<file path="config.mk">
export PLATFORM = sky130hd
export DESIGN_NAME = fft_bitrev_reorder
export DESIGN_NICKNAME = d
export VERILOG_FILES = /design/src/rtl/fft_bitrev_reorder.sv
export SDC_FILE = /design/constraint.sdc
export NUM_CORES = 1
export LEC_CHECK = 0
export CAP_MARGIN = 5
export CORE_MARGIN = 3
export CORE_UTILIZATION = 55
export CTS_BUF_LIST = sky130_fd_sc_hd__clkbuf_16
export CTS_CLUSTER_SIZE = 25
export DETAILED_ROUTE_END_ITERATION = 8
export GPL_TIMING_DRIVEN = 0
export PLACE_DENSITY_LB_ADDON = 0.08
export SETUP_SLACK_MARGIN = 0.2
export SLEW_MARGIN = 0
export SYNTH_ARGS = -nofsm -noshare
export SYNTH_HDL_FRONTEND = slang
export SYNTH_SLANG_ARGS = --single-unit
</file>
<file path="constraint.sdc">
create_clock -name clk -period 4.1 [get_ports clk]
set_input_delay 0.41 -clock clk [delete_from_list [all_inputs] [get_ports clk]]
set_output_delay 0.41 -clock clk [all_outputs]
set_load 0.03 [all_outputs]
</file>
<file path="src/rtl/fft_bitrev_reorder.sv">
// rtl/fft_bitrev_reorder.sv - ping-pong bit-reversed to natural-order FFT output reorder
// Optional sticky resync flag port resync_err under FFT_REORDER_ERR_EN.
module fft_bitrev_reorder #(
   parameter int WIDTH = 12,
   parameter int LOG2N = 3
) (
   input  logic                    clk,
   input  logic                    rst,
   input  logic                    in_valid,
   input  logic                    in_first,
   input  logic signed [WIDTH-1:0] in_r,
   input  logic signed [WIDTH-1:0] in_i,
   output logic                    out_valid,
   output logic                    out_first,
   output logic                    out_last,
`ifdef FFT_REORDER_ERR_EN
   output logic                    resync_err,
`endif
   output logic signed [WIDTH-1:0] out_r,
   output logic signed [WIDTH-1:0] out_i
);

   localparam int N = 1 << LOG2N;

   function automatic logic [LOG2N-1:0] bitrev(input logic [LOG2N-1:0] a);
      logic [LOG2N-1:0] v;
      for (int b = 0; b < LOG2N; b++) v[b] = a[LOG2N-1-b];
      return v;
   endfunction

   logic [2*WIDTH-1:0] r_mem [0:2*N-1];
   logic               r_wbank;
   logic [LOG2N-1:0]   r_wcnt;
   logic [LOG2N-1:0]   r_rcnt;
   logic               r_rd_active;
   logic [2*WIDTH-1:0] r_rdata;
   logic [LOG2N-1:0]   r_ridx;
   logic               r_rvalid;

   logic [LOG2N-1:0]   w_wr_idx;
   logic               w_complete;
   logic               w_resync;

   // in_first pins the sample to bin 0 and restarts the frame count
   assign w_wr_idx   = in_first ? '0 : bitrev(r_wcnt);
   assign w_complete = in_valid && !in_first && (r_wcnt == '1);
   assign w_resync   = in_valid && in_first && (r_wcnt != '0);

   // Banks never collide: reads always use the bank opposite the writer
   always_ff @(posedge clk) begin
      if (in_valid)
         r_mem[{r_wbank, w_wr_idx}] <= {in_r, in_i};
      if (r_rd_active)
         r_rdata <= r_mem[{~r_wbank, r_rcnt}];
   end

   always_ff @(posedge clk) begin
      if (rst) begin
         r_wbank     <= 1'b0;
         r_wcnt      <= '0;
         r_rcnt      <= '0;
         r_rd_active <= 1'b0;
         r_ridx      <= '0;
         r_rvalid    <= 1'b0;
      end else begin
         if (in_valid)
            r_wcnt <= in_first ? LOG2N'(1) : r_wcnt + LOG2N'(1);
         if (w_complete)
            r_wbank <= ~r_wbank;

         r_rvalid <= r_rd_active;
         r_ridx   <= r_rcnt;

         if (w_complete) begin
            r_rd_active <= 1'b1;
            r_rcnt      <= '0;
         end else if (r_rd_active) begin
            r_rcnt <= r_rcnt + LOG2N'(1);
            if (r_rcnt == '1)
               r_rd_active <= 1'b0;
         end
      end
   end

   always_ff @(posedge clk) begin
      if (rst) begin
         out_valid <= 1'b0;
         out_first <= 1'b0;
         out_last  <= 1'b0;
         out_r     <= '0;
         out_i     <= '0;
      end else begin
         out_valid <= r_rvalid;
         out_first <= r_rvalid && (r_ridx == '0);
         out_last  <= r_rvalid && (r_ridx == '1);
         out_r     <= r_rdata[2*WIDTH-1:WIDTH];
         out_i     <= r_rdata[WIDTH-1:0];
      end
   end

`ifdef FFT_REORDER_ERR_EN
   always_ff @(posedge clk) begin
      if (rst)
         resync_err <= 1'b0;
      else if (w_resync)
         resync_err <= 1'b1;
   end
`else
   logic w_unused;
   assign w_unused = w_resync;
`endif

endmodule
</file>
==> results of run 1 <==
==> through the flow <==
step / instance area, µm² / setup WS (ns) / hold slack [ns] / cells
floorplan: 16500 / 0.616 / 0.398 / 743
global placement: 17500 / -2.88 / 0.419 / 1181
detailed placement: 18100 / 1.12 / 0.427 / 1212
CTS: 19600 / 1.62 / 0.434 / 1293
global route: 19600 / 1.39 / 0.443 / 1293
finish: 19600 / 1.58 / 0.434 / 1293
==> cell type report <==
class,instances,area share [%]
clock buffer,45,5.76
multi-input combinational,256,17.0
sequential,447,66.6
inverter,2,0.0384
clock inverter,36,1.82
tap,384,2.46
timing repair buffer,85,5.18
buffer,38,1.10
==> critical path, cell delays in order, from the launching register on <==
cell	delay, ns
dfxtp_1	0.35
clkbuf_1	0.36
nand2_1	0.32
nor4_2	0.67
buf_4	0.32
buf_4	0.19
==> layer usage <==
layer	track usage, %	part of all wire [%]	up-vias
li1	-	-	3345
met1	33.7	41	4121
met2	37.1	49	355
met3	4.00	7.2	77
met4	6.43	2.5	2
met5	0	0.025	-
==> registers in the layout, indices dropped and copies added (netlist names) <==
register and cells:
out_first 1, out_i 12, out_last 1, out_r 12, out_valid 1, r_mem 384
r_rcnt 3, r_rd_active 1, r_rdata 24, r_ridx 3, r_rvalid 1, r_wbank 1
r_wcnt 3
==> power breakdown <==
part | internal, mW | leakage [nW] | switching, mW
combinational | 0.0660 | 1.43 | 0.114
sequential | 5.00 | 4.01 | 0.00898
clock | 2.44 | 0.743 | 1.63
==> cell usage in the layout (no fill, tap or decap), types with 4 or more instances in the layout <==
master,synthesis,routed
clkinv_2,0,9
buf_8,1,4
bufinv_16,0,7
nand2_1,27,27
clkdlybuf4s50_1,0,54
a22oi_2,18,18
nand2b_1,5,5
clkbuf_16,0,45
buf_4,4,14
edfxtp_1,408,408
clkinv_1,0,9
inv_1,2,7
buf_2,12,12
clkbuf_1,18,18
dfxtp_1,39,38
mux4_2,96,96
nor2b_1,33,33
a22oi_1,30,30
buf_16,0,6
ha_1,4,4
nor2_1,21,10
buf_12,1,7
nor2_4,0,11
buf_6,2,8
==> worst max-delay path by stage <==
stage,start,endpoint,cells after the start,slack (ns)
floorplan,r_wcnt[0],r_mem[12][0],3,0.62
global placement,in_valid,r_mem[12][5],3,-2.88
detailed placement,in_valid,r_mem[15][7],5,1.12
CTS,r_wcnt[0],r_mem[12][6],5,1.62
global route,r_wcnt[0],r_mem[12][6],5,1.39
finish,r_wcnt[0],r_mem[12][6],5,1.58
==> cell families after synthesis <==
| group | after synthesis | synth area share, % |
|---|---|---|
| AOI/OAI and AO/OA | 52 | 2.86 |
| xor gates and xnor gates | 2 | 0.106 |
| adders and majority gates | 4 | 0.304 |
| buffers and inverters | 40 | 1.35 |
| DFF | 447 | 79.1 |
| muxes | 98 | 13.2 |
| and+or+nand+nor | 100 | 3.04 |
==> Flow_metrics.wiki, run 1 <==
{| class="wikitable"
! Metric !! Value
|-
| Worst hold endpoint || out_first
|-
| Routed length per instance || 27.7 µm
|-
| Number of buffers inserted during clock tree synthesis || 44
|-
| Port bufs || 54
|-
| Source of the worst register-to-register timing path || r_wcnt[0]
|-
| Critical Path Sink Type || flip-flop
|-
| Initial antenna violation count || 1
|-
| Synth cell count leaders || 408 x edfxtp_1, 96 x mux4_2, 39 x dfxtp_1
|-
| Final period utilization || 61.5%
|-
| Residual antenna-violating net count after detailed routing || 0
|-
| Sequential cell area || 13000 µm²
|-
| Post-synthesis async set-or-reset flop share || 0%
|-
| Count of yosys warnings during synthesis || 0
|-
| Number of nets produced by synthesis || 775
|-
| Maximum VDD drop || 0.367 mV
|-
| Total number of clock tree sinks || 447
|-
| Number of setup buffers added after CTS || 0
|-
| Net count, final || 906
|-
| Synth top area share || 74.4%
|-
| Final hold violations || 0
|-
| Number of enable flip-flop cells after synthesis || 408
|-
| Power per unit of standard cell area || 473 nW/µm²
|-
| Footprint of the multi-input gates || 3330 µm²
|-
| Required time at the worst-slack endpoint || 4.34 ns
|-
| H-tree depth reported by CTS || 2
|-
| Maximum capacitance violations || 0
|-
| Pin slew with the least headroom to its limit || 0.998 ns
|-
| Starting DRC count in detailed routing || 800
|-
| GP Congestion || 0.746
|-
| Cells after Synth || 743
|-
| R2r endpoint || r_mem[12][6]
|-
| Share of the yosys chip area belonging to registers || 79.1%
|-
| TritonCTS clock tree || built
|-
| Area growth from synthesis to layout || 18.7%
|-
| Std-Cell Core Area || 29100 µm²
|-
| Number of setup violations in the final report || 0
|-
| Maximum number of buffers from clock root to sink || 3
|-
| Timing-limited maximum frequency || 397 MHz
|-
| Ranking of synthesized cells by area || edfxtp_1 74%, mux4_2 13%, dfxtp_1 4.7%
|-
| Final wirelength || 35800 µm
|-
| Final setup TNS || 0 ns
|-
| Total congestion overflow after global routing || 0
|-
| Die outline height || 179 µm
|-
| Dominant cell type by area after synthesis || edfxtp_1
|-
| Leakage dissipation || 6.18 nW
|-
| Arrival time of the worst setup path || 2.76 ns
|-
| Global-route total usage across every layer || 23.2%
|-
| Clock Tree Root || clkbuf_16
|-
| Post-cts hold buffer count || 0
|-
| Path type of the worst setup path || reg -> reg
|-
| Depth of the worst register-to-register path || 5
|-
| Pin count of the biggest net entering global routing || 22
|-
| Worst-Skew Late Latency || 0.53 ns
|-
| Post-route core utilization || 67.3%
|-
| RSZ-0062 raised after global routing || no
|-
| Classification of the worst-slack hold path || reg -> reg
|-
| ANT cells || 0
|-
| Via total after detailed routing || 7900
|-
| Hold path depth || 1
|-
| Initial Utilization || 56.6%
|-
| Largest driver fanout on the critical path || 9
|-
| Status || finished, final reports clean
|-
| Drt first pass iters || 5
|-
| Wire length of the first global-routing pass || 52900 µm
|-
| Synthesized area per cell || 22.2 µm²
|-
| Library cells used by synthesis || 26
|-
| Total design power || 9.26 mW
|-
| Worst Skew || 0.0150 ns
|-
| Number of gates given a new drive strength after cts || 0
|-
| Number of top-level pins || 55
|-
| Critical hold path startpoint || r_ridx[1]
|-
| Count of filler cells inserted in the layout || 1874
|-
| Startpoint type of the worst setup path || flip-flop
|-
| Flip-flop and latch count after synthesis || 447
|-
| Max-slew headroom at the worst pin || 33.5%
|-
| Die outline area || 32100 µm²
|-
| Count of pins over their slew limit || 0
|-
| Final critical-path required period || 2.52 ns
|-
| Most common cell in the netlist || edfxtp_1
|-
| Clock transition at the registers of the reported paths || 0.06 ns
|-
| Die W || 179 µm
|-
| Vias in the first global route || 8248
|-
| Share of final-layout standard cells stronger than drive strength 1 || 27.4%
|-
| Most common flop cell mapped by yosys || edfxtp_1
|-
| Via density per instance || 6.11
|-
| Area of the mapped netlist || 16500 µm²
|-
| Residual DRC count || 0
|-
| Cell Rows || 62
|-
| Detail Placement HPWL || 22500 µm
|-
| Setup slack on the worst flop-to-flop path || 1.58 ns
|}
No activity file was read; power rests on OpenSTA's default activity.
==> run 2, diff against run 1 <==
Clock period 4.1 ns to 2.55 ns, I/O delays scaled along.
==> run 2 against run 1 <==
Effect of this change: sequential share of layout area fell by 0.11 points; non-clock buffer count fell by 3; routed wire length barely moved; combinational power rose by 63%; die area did not move; first-iteration DRC count fell by 9.4%; worst hold slack got worse by 0.0081 ns; clock power rose by 56%; register-to-register slack got worse by 1.3 ns; sequential power rose by 61%; largest cell class unchanged; highest routed layer unchanged.
==> Flow_metrics.wiki, run 2 (synthesized netlist as in run 1, its figures left out) <==
{| class="wikitable"
! Metric !! Value
|-
| Count of pins over their slew limit || 0 (unchanged)
|-
| Area growth from synthesis to layout || 18.9%
|-
| Detail Placement HPWL || 21500 µm (-4.6%)
|-
| Min setup slack post-route || 0.291 ns (-1.29 ns)
|-
| Die outline height || 179 µm (unchanged)
|-
| Initial Utilization || 56.6% (unchanged)
|-
| Total congestion overflow after global routing || 0 (unchanged)
|-
| Worst-Skew Late Latency || 0.53 ns (about the same)
|-
| Net count, final || 903 (-0.33%)
|-
| Global-route total usage across every layer || 23.4% (+0.17 points)
|-
| Routed length per instance || 27.7 µm (+0.23%)
|-
| Maximum capacitance violations || 0 (unchanged)
|-
| Max-slew headroom at the worst pin || 36.4% (+3.0 points)
|-
| Post-route insts no fill || 1289 (-0.31%)
|-
| Worst setup slack after placement || -0.513 ns (-1.63 ns)
|-
| Initial antenna violation count || 1 (unchanged)
|-
| Via total after detailed routing || 7862 (-0.48%)
|-
| Worst Skew || 0.00690 ns (-0.00808 ns)
|-
| Critical Path Sink Type || flip-flop
|-
| Final hold violations || 0 (unchanged)
|-
| Cell Rows || 62 (unchanged)
|-
| Clock transition at the registers of the reported paths || 0.06 ns (about the same)
|-
| Most frequent cells in the layout || 408 x edfxtp_1, 96 x mux4_2, 54 x clkdlybuf4s50_1
|-
| Classification of the worst-slack hold path || reg -> reg
|-
| Leakage dissipation || 6.16 nW (-0.35%)
|-
| Largest driver fanout on the critical path || 10 (+1)
|-
| Flip-flop count of the largest register, all copies and words added || 384 (unchanged)
|-
| Starting DRC count in detailed routing || 725 (-9.4%)
|-
| Final period utilization || 88.6% (+27 points)
|-
| Residual DRC count || 0 (unchanged)
|-
| Final critical-path required period || 2.26 ns (-0.261 ns)
|-
| Share of final-layout standard cells stronger than drive strength 1 || 26.6% (-0.76 points)
|-
| Pin slew with the least headroom to its limit || 0.954 ns (-0.0444 ns)
|-
| Pin count of the biggest net entering global routing || 21 (-4.5%)
|-
| Std-Cell Core Area || 29100 µm² (unchanged)
|-
| Wire length of the first global-routing pass || 53000 µm (+0.18%)
|-
| Power per unit of standard cell area || 750 nW/µm² (+58%)
|-
| TritonCTS clock tree || built
|-
| Total design power || 14.7 mW (+59%)
|-
| Status || finished, final reports clean
|-
| RSZ-0062 raised after global routing || no
|-
| Total number of clock tree sinks || 447 (unchanged)
|-
| Die W || 179 µm (unchanged)
|-
| Registers with the highest flip-flop counts || r_mem (384), r_rdata (24)
|-
| ANT cells || 0 (unchanged)
|-
| Timing-limited maximum frequency || 443 MHz (+12%)
|-
| Hold slack final || 0.426 ns (-0.00814 ns)
|-
| Die outline area || 32100 µm² (unchanged)
|-
| GP Congestion || 0.720 (-3.6%)
|-
| Residual antenna-violating net count after detailed routing || 0 (unchanged)
|-
| Placed cell count || 1200 (-0.99%)
|-
| Maximum VDD drop || 0.759 mV (+110%)
|-
| H-tree depth reported by CTS || 2 (unchanged)
|-
| Layout Cell Area excl Fill || 19600 µm² (+0.17%)
|-
| Post-Place Cell Area || 18100 µm² (-0.13%)
|-
| Drt first pass iters || 5 (unchanged)
|-
| Final wirelength || 35800 µm (about the same)
|-
| Maximum number of buffers from clock root to sink || 3 (unchanged)
|-
| Startpoint type of the worst setup path || flip-flop
|-
| Vias in the first global route || 8161 (-1.1%)
|-
| Via density per instance || 6.10 (-0.17%)
|-
| Post-cts hold buffer count || 0 (unchanged)
|-
| Most common cell after layout, fill and taps aside || edfxtp_1
|-
| Path type of the worst setup path || reg -> reg
|-
| Number of setup violations in the final report || 0 (unchanged)
|-
| Number of buffers inserted during clock tree synthesis || 44 (unchanged)
|-
| Clock Tree Root || clkbuf_16
|-
| Number of top-level pins || 55 (unchanged)
|-
| Arrival time of the worst setup path || 2.53 ns (-0.23 ns)
|-
| Port bufs || 54 (unchanged)
|-
| Largest reg by FF count || r_mem
|-
| Required time at the worst-slack endpoint || 2.82 ns (-1.52 ns)
|}
run 2: final timing paths:
| check | start | to | slack [ns] | cells past startpoint |
|---|---|---|---|---|
| setup reg to reg | r_rcnt[1] | r_rdata[4] | 0.29 | 5 |
| hold reg to reg | r_ridx[0] | out_first | 0.43 | 1 |
| hold / removal | r_ridx[0] | out_first | 0.43 | 1 |
| setup / recovery | r_rcnt[1] | r_rdata[4] | 0.29 | 5 |
run 2: layer usage:
layer | GRT usage, % | wire (µm) | vias up
met4 | 6.59 | 785 | 2
met3 | 3.54 | 2410 | 67
met5 | 0 | 20 | -
met1 | 33.7 | 14600 | 4143
li1 | - | - | 3344
met2 | 37.9 | 17900 | 306
run 2: what timing repair did:
action	4_1_cts	5_1_grt
setup buffers	9	0
setup endpoints to repair	98	33
pin swaps	5	0
gates resized for setup	0	5
run 2: area by class of cell:
cell class	instances	area, µm²
Fill cell	1826	9490
Clock inverter	35	305
Sequential cell	447	13000
Tap cell	384	480
Inverter	2	7.51
Multi-Input combinational cell	256	3370
Buffer	38	218
Clock buffer	45	1130
Timing Repair Buffer	82	1060
run 2: power breakdown:
part	switching [mW]	leakage (nW)	internal, mW
sequential	0.0158	4.01	8.04
combinational	0.185	1.43	0.108
clock	2.55	0.721	3.79
total	2.75	6.16	11.9
run 2: critical path, stage by stage, from the launching register on:
cell      delay, ns
dfxtp_1        0.32
buf_2          0.20
clkbuf_1       0.74
mux4_2         0.42
a22oi_1        0.21
nand2_1        0.10
run 2: metrics by stage:
step | util, % | TNS (ns)
floorplan | - | 0
global route | 67.4 | 0
finish | 67.4 | 0
global placement | 60.3 | -535.83
CTS | 67.4 | 0
detailed placement | 62.1 | -49.93
